--- src/rtl/vout_deadtime_pkg.sv ---
// Shared types and constants for the vout_deadtime half-bridge dead-band generator.
package vout_deadtime_pkg;

  typedef enum logic [2:0] {
    OFF,
    LO,
    DT_H,
    HI,
    DT_L
  } dt_state_e;

  localparam int unsigned DT_CNT_W     = 16;
  localparam int unsigned DEADTIME_MIN = 1;
  localparam int unsigned DEADTIME_MAX = 65535;

endpackage

--- src/rtl/vout_deadtime_sync.sv ---
// Input register stage: a single flop (STAGES=1) or a 2-flop synchroniser (STAGES=2).
module vout_deadtime_sync #(
  parameter int unsigned STAGES = 1
) (
  input  logic clk,
  input  logic rst_n,
  input  logic din,
  output logic dout
);

  logic [STAGES-1:0] q;

  if (STAGES == 1) begin : g_single
    always_ff @(posedge clk or negedge rst_n) begin
      if (!rst_n) q <= '0;
      else        q <= din;
    end
  end else begin : g_chain
    always_ff @(posedge clk or negedge rst_n) begin
      if (!rst_n) q <= '0;
      else        q <= {q[STAGES-2:0], din};
    end
  end

  assign dout = q[STAGES-1];

endmodule

--- src/rtl/vout_deadtime.sv ---
// Dead-band gate-drive generator for one half-bridge leg, driven by a single-ended PWM.
// Define VOUT_DEADTIME_SYNC_EN to pass pwm_in, fault and enable through 2-flop synchronisers.
module vout_deadtime
  import vout_deadtime_pkg::*;
#(
  parameter int unsigned DEADTIME  = 16,
  parameter bit          INVERT_LO = 1'b0
) (
  input  logic clk,
  input  logic rst_n,
  input  logic pwm_in,
  input  logic enable,
  input  logic fault,
  input  logic fault_clr,
  output logic out_hi,
  output logic out_lo,
  output logic fault_latched
);

`ifdef VOUT_DEADTIME_SYNC_EN
  localparam int unsigned SYNC_STAGES = 2;
`else
  localparam int unsigned SYNC_STAGES = 1;
`endif

  localparam int unsigned DT_EFF = (DEADTIME < DEADTIME_MIN) ? DEADTIME_MIN :
                                   (DEADTIME > DEADTIME_MAX) ? DEADTIME_MAX : DEADTIME;
  localparam logic [DT_CNT_W-1:0] DT_LOAD = DT_CNT_W'(DT_EFF - 1);

  logic pwm_q, en_q, fault_q;

  vout_deadtime_sync #(.STAGES(SYNC_STAGES)) u_sync_pwm (
    .clk(clk), .rst_n(rst_n), .din(pwm_in), .dout(pwm_q));
  vout_deadtime_sync #(.STAGES(SYNC_STAGES)) u_sync_en (
    .clk(clk), .rst_n(rst_n), .din(enable), .dout(en_q));
  vout_deadtime_sync #(.STAGES(SYNC_STAGES)) u_sync_fault (
    .clk(clk), .rst_n(rst_n), .din(fault), .dout(fault_q));

  // Raw fault also blocks a coincident clear, so a same-cycle fault is never lost.
  always_ff @(posedge clk or negedge rst_n) begin
    if (!rst_n)                      fault_latched <= 1'b0;
    else if (fault_q)                fault_latched <= 1'b1;
    else if (fault_clr && !fault)    fault_latched <= 1'b0;
  end

  dt_state_e           state, state_nxt;
  logic [DT_CNT_W-1:0] dt_cnt, cnt_nxt;
  logic                dt_full, full_nxt;
  logic                lo_act;
  logic                off_req;

  always_ff @(posedge clk or negedge rst_n) begin
    if (!rst_n) begin
      state   <= OFF;
      dt_cnt  <= '0;
      dt_full <= 1'b0;
      out_hi  <= 1'b0;
      lo_act  <= 1'b0;
    end else begin
      state   <= state_nxt;
      dt_cnt  <= cnt_nxt;
      dt_full <= full_nxt;
      out_hi  <= (state_nxt == HI);
      lo_act  <= (state_nxt == LO);
    end
  end

  // dt_full marks a dead band entered from OFF: it must run to expiry even if
  // pwm_q is already high, since out_lo may have been the last side conducting.
  always_comb begin
    state_nxt = state;
    cnt_nxt   = dt_cnt;
    full_nxt  = dt_full;
    off_req   = !en_q || fault_latched;
    if (state != OFF && off_req) begin
      state_nxt = OFF;
      cnt_nxt   = '0;
      full_nxt  = 1'b0;
    end else begin
      case (state)
        OFF: if (!off_req) begin
          state_nxt = DT_L;
          cnt_nxt   = DT_LOAD;
          full_nxt  = 1'b1;
        end
        LO: if (pwm_q) begin
          state_nxt = DT_H;
          cnt_nxt   = DT_LOAD;
          full_nxt  = 1'b0;
        end
        DT_H: begin
          if (!pwm_q) begin
            state_nxt = LO;
            cnt_nxt   = '0;
          end else if (dt_cnt == '0) begin
            state_nxt = HI;
          end else begin
            cnt_nxt = dt_cnt - DT_CNT_W'(1);
          end
        end
        HI: if (!pwm_q) begin
          state_nxt = DT_L;
          cnt_nxt   = DT_LOAD;
          full_nxt  = 1'b0;
        end
        DT_L: begin
          if (pwm_q && !dt_full) begin
            state_nxt = HI;
            cnt_nxt   = '0;
          end else if (dt_cnt == '0) begin
            state_nxt = pwm_q ? HI : LO;
            full_nxt  = 1'b0;
          end else begin
            cnt_nxt = dt_cnt - DT_CNT_W'(1);
          end
        end
        default: begin
          state_nxt = OFF;
          cnt_nxt   = '0;
          full_nxt  = 1'b0;
        end
      endcase
    end
  end

  assign out_lo = lo_act ^ INVERT_LO;

endmodule

--- config.mk ---
export PLATFORM = sky130hd
export DESIGN_NAME = vout_deadtime
export DESIGN_NICKNAME = d
export VERILOG_FILES = /design/src/rtl/vout_deadtime_pkg.sv /design/src/rtl/vout_deadtime_sync.sv /design/src/rtl/vout_deadtime.sv
export SDC_FILE = /design/constraint.sdc
export NUM_CORES = 1
export LEC_CHECK = 0
export CAP_MARGIN = 0
export CORE_ASPECT_RATIO = 1.75
export CORE_MARGIN = 8
export CORE_UTILIZATION = 39
export CTS_CLUSTER_SIZE = 10
export DETAILED_ROUTE_END_ITERATION = 7
export GPL_TIMING_DRIVEN = 1
export PLACE_DENSITY = 0.56
export SLEW_MARGIN = 20
export SYNTH_ARGS = -nofsm -noshare
export SYNTH_HDL_FRONTEND = slang
export SYNTH_SLANG_ARGS = --single-unit
export TNS_END_PERCENT = 10
--- constraint.sdc ---
create_clock -name clk -period 2.4 [get_ports clk]
set_input_delay 0.48 -clock clk [delete_from_list [all_inputs] [get_ports clk]]
set_output_delay 0.48 -clock clk [all_outputs]
set_load 0.005 [all_outputs]
==> Word-level counts from Yosys, hierarchy flattened <==
Index checks and enable logic that the tools add are counted.
{ "word_totals": {"register_bits": 26, "in_bits": 6, "output_inout_bits": 3} }
{ "classes": {"add_sub_neg": 1, "n_eq_ne": 12, "muxes": 27, "reduce_logical": 13} }
{ "ops": {"columns": ["op", "n"], "rows": [
  ["$mux W16", 7],
  ["$pmux W16 S5", 1],
  ["$mux W3", 8],
  ["$logic_not A16 Y1", 1],
  ["$sub A16 B1 Y16 const B", 1],
  ["$pmux W3 S5", 1],
  ["$ne A3 B3 Y1 const B", 4],
  ["$eq A3 B2 Y1 const B", 3],
  ["$mux W1", 8],
  ["$eq A3 B1 Y1 const B", 2],
  ["$reduce_and A6 Y1", 1],
  ["$pmux W1 S5", 1],
  ["$eq A3 B3 Y1 const B", 1],
  ["$logic_and A1 B1 Y1", 3],
  ["$logic_not A1 Y1", 3],
  ["$logic_not A3 Y1", 1],
  ["$ne A3 B2 Y1 const B", 1],
  ["$reduce_and A3 Y1", 1],
  ["$reduce_bool A3 Y1", 1],
  ["$mux W2", 1],
  ["$ne A2 B2 Y1 const B", 1],
  ["$reduce_bool A2 Y1", 1],
  ["$logic_or A1 B1 Y1", 1]
]} }

==> Logic depth before layout (Yosys ltp) <==
{ "logic_depth": {"depth_word": 6, "mapped_depth": 8} }

==> By module <==
From an unflattened synthesis, not the netlist that was laid out.
{ "hier_totals": {"hier_cells": 172, "area_unflattened_um2": 1591.5} }
{ "by_module_without_submodules": {"columns": ["mod", "n_inst", "cells_each", "area_per_inst_um2", "seq_area_each_um2"], "rows": [
  ["vout_deadtime", 1, 169, 1516.5, 575.6],
  ["vout_deadtime_sync", 3, 1, 25.0, 25.0]
]} }

==> Least setup slack after synthesis <==
Ideal clock, no wire load.
{ "synth_path": {"path_type": "reg-to-reg", "from": "register dt_cnt[6]", "to": "register dt_cnt[12]", "t_arrival_ns": 1.929, "required_ns": 2.331, "slack_ns": 0.402, "path_stages_with_launch": 6, "path_buffers": 0, "cell_sequence": "dfrtp_1 -> or3_4 -> or2_4 -> or3_4 -> or4_1 -> nand3_1"} }
{ "synth_via": {"elab_chain_len": 5} }
{ "synth_lines": {"columns": ["item", "line_no", "rtl"], "rows": [
  ["start, declared", "vout_deadtime.sv:47", "logic [DT_CNT_W-1:0] dt_cnt, cnt_nxt;"],
  ["start signal, assigned", "vout_deadtime.sv:61", "dt_cnt <= cnt_nxt;"],
  ["$sub A16 B1 Y16 or $logic_not A16 Y1 (tied branches)", null, null],
  ["$mux W16 (*)", "vout_deadtime.sv:95, vout_deadtime.sv:110", null],
  ["$mux W16 (on tied branches)", "vout_deadtime.sv:107, vout_deadtime.sv:92", null],
  ["$pmux W16 S5 (*)", "vout_deadtime.sv:80", "case (state)"],
  ["$mux W16 (*)", "vout_deadtime.sv:75", "if (state != OFF && off_req) begin"]
]} }
Mark *: on every way between the ends. The rest lies on a longest branch, timed or not.
A chain may end at the register's enable or synchronous reset.

==> Final worst setup path <==
Same ends and word-level chain as after synthesis.

==> reports/results.tsv <==
stage	metric	value	unit
detailed_routing	firstDrtPassIters	4	
clock_tree	ctsResizeCount	0	
layout	mostFrequentLayoutCells	dfrtp_1, nand2_1, nor2_1	
run_status	status	finished clean	
logic_synthesis	syn_inst	168	
logic_synthesis	synth_seq_cells	26	
floorplanning	ios	9	
detailed_routing	drt-initial-drc-count	33	
timing	rsz0062_at_grt	no	
clock_tree	cts_max_level	1	
timing	maxSlewHeadroom	59.8	%
layout	nFillCells	381	
timing	finalSetupTns	0	ns
timing	min_period	2.11	ns
logic_synthesis	netlist_area	1490	µm²
timing	setup_violations	0	
detailed_routing	drc	0	
clock_tree	cts_setup_buffers	0	
layout	final_util	45.5	%
pwr	switching_share	30.8	%
timing	whs	0.448	ns
pwr	finalPower	1.17	mW
clock_tree	cts_made_buffers	3	
layout	antenna_cells	0	
timing	skew	0.00937	ns
placement	post-place-ws	0.217	ns
clock_tree	ctsHoldBuffers	0	
global_route	grt_overflow	0	
clock_tree	cts_tree	built	
global_route	grt_max_degree	27	
placement	place_hpwl	2740	µm
setup_path	crit_fanout	7	
logic_synthesis	ys_warn_count	0	
logic_synthesis	synthTopCellsByArea	dfrtp_1, nand2_1, o211ai_1	
clock_tree	clock-root-buffer	clkbuf_8	
clock_tree	clkSlewWorstSetupHoldPaths	0.10	ns
detailed_routing	num_vias	1377	
timing	finalMaxSlewViolations	0	
floorplanning	core-area	3790	µm²
global_route	antenna_found_initial	0	
pwr	p_switching	0.360	mW
setup_path	required	2.62	ns
pwr	p_per_area	679	nW/µm²
floorplanning	start_util	39.4	%
floorplanning	die_y	97.9	µm
global_route	grt_usage	12.1	%
pwr	pwr-share-comb	23.4	%
timing	max_freq	0.473	GHz
layout	syn2layout_area_growth	15.4	%
timing	tightest_slew	0.597	ns
clock_tree	clk_latency	0.28	ns
setup_path	crit_type	flip-flop to flip-flop	
detailed_routing	wl_per_cell	16.1	µm
timing	layout_setup_ws	0.287	ns
logic_synthesis	yosysTopAreaCellShare	43.6	%
layout	layout_commonest_cell	dfrtp_1	
logic_synthesis	syn_nets	176	
flow_run	cap_violations	0	
clock_tree	clockBufferDepth	2	
logic_synthesis	syn_avg_cell_area	8.89	µm²
placement	port_buffers	8	
logic_synthesis	synth_cell_types	43	
clock_tree	cts_sinks	26	
setup_path	worst_setup_path_end_kind	flip-flop	
detailed_routing	ant_nets	0	
detailed_routing	totalWireLength	3650	µm
floorplanning	fp-row-count	30	
timing	fin_crit_sh	88.0	%
setup_path	start_kind	flip-flop	
placement	gp_congestion	0.869	
global_route	grt_pass1_wl	6080	µm
pwr	peakVddDrop	0.314	mV
floorplanning	die_area	6150	µm²
logic_synthesis	synth_top_area_cell	dfrtp_1	
pwr	p_int	0.810	mW
pwr	p_leak	0.712	nW
pwr	seqPwrFrac	44.6	%
pwr	p_clk_share	32.0	%
logic_synthesis	seq_area_frac_synth	43.6	%
setup_path	cp.arrival	2.33	ns
min_path	hp-class	flip-flop to flip-flop	
floorplanning	die_w	62.8	µm
detailed_routing	via_per_inst	6.09	
timing	finalHoldViolations	0	
layout	nets	187	
global_route	grt_pass1_vias	1344	
layout	drive_above_1_share	10.7	%
==> Yosys cell counts, drive strengths merged <==
cell type,number
nand3b,1
nor2,12
nor3b,1
o21ai,9
o211ai,8
a221oi,1
a31o,1
nor4,3
o22ai,1
a2bb2oi,1
o311ai,4
buf,1
mux2,1
o32a,2
dfrtp,26
a21oi,6
clkbuf,7
o32ai,1
o21bai,1
a31oi,5
nor2b,4
a21boi,2
a22oi,1
nor3,8
a41oi,1
nand2b,7
xnor2,1
nand3,7
or3,6
or4,3
a32oi,1
a21o,2
ha,2
or2,2
nand2,18
a211oi,3
nand4,2
inv,5
or4b,1
==> flip-flops by register name, summed over array words and instances, names as in the netlist <==
register	count
dt_cnt	16
dt_full	1
fault_latched	1
out_hi	1
out_lo	1
state	3
u_sync_en.dout	1
u_sync_fault.dout	1
u_sync_pwm.dout	1
==> final cells by class <==
type                    instances  area, µm²  area share (%)
repair buffers                 14        125            7.26
inverters                       5       18.8            1.09
clock inverters                 1       30.0            1.74
clock buffers                   3       41.3            2.39
multi-input cells             129        798            46.3
flip-flops and latches         26        651            37.7
well taps                      48       60.1            3.48
==> worst paths after layout <==
kind | startpoint | endpoint | slack (ns) | cells after the start
max | dt_cnt[6]$_DFFE_PN0P_ | dt_cnt[12]$_DFFE_PN0P_ | 0.29 | 5
min | u_sync_fault.dout$_DFF_PN0_ | fault_latched$_DFFE_PN0P_ | 0.45 | 1
max reg2reg | dt_cnt[6]$_DFFE_PN0P_ | dt_cnt[12]$_DFFE_PN0P_ | 0.29 | 5
min reg2reg | u_sync_fault.dout$_DFF_PN0_ | fault_latched$_DFFE_PN0P_ | 0.45 | 1
max in group asynchronous | rst_n | dt_cnt[12]$_DFFE_PN0P_ | 1.58 | 2
min in group asynchronous | rst_n | dt_cnt[11]$_DFFE_PN0P_ | 0.56 | 2
==> critical path, stage by stage (launching register included) <==
cell and delay [ns]:
dfrtp_1 0.45, or3_4 0.40, or2_4 0.26, or3_4 0.34, or4_1 0.51, nand3_1 0.10
==> metal layers <==
layer	wire [µm]	part of all wire, %	global-route usage [%]
met1	1390	38	11.1
met2	2030	56	23.9
met3	147	4.0	2.29
met4	76	2.1	6.18
met5	0	0	0
==> stage by stage <==
step           cell area (µm²)  std cells
4_1_cts                   1720        226
3_5_place_dp              1650        222
2_1_floorplan             1490        168
5_1_grt                   1720        226
3_3_place_gp              1650        222
6_report                  1720        226
==> cell families (layout without fill, tap and decap cells) <==
group	after synthesis	count (layout)	share of synthesized area [%]
xor+xnor	1	1	0.586
simple gates	75	75	26.7
fa+ha+maj	2	2	1.67
mux	1	1	0.754
flops	26	26	43.6
buf+inv	13	23	3.35
compound gates	50	50	23.4
==> power by group through the flow <==
| stage | registers, mW | clock network, mW | logic, mW |
|---|---|---|---|
| floorplan | 0.513 | 0 | 0.192 |
| global placement | 0.527 | 0 | 0.268 |
| detailed placement | 0.529 | 0 | 0.271 |
| CTS | 0.521 | 0.379 | 0.273 |
| global route | 0.527 | 0.391 | 0.310 |
| finish | 0.522 | 0.374 | 0.274 |
Power figures use the tool's default switching activity.
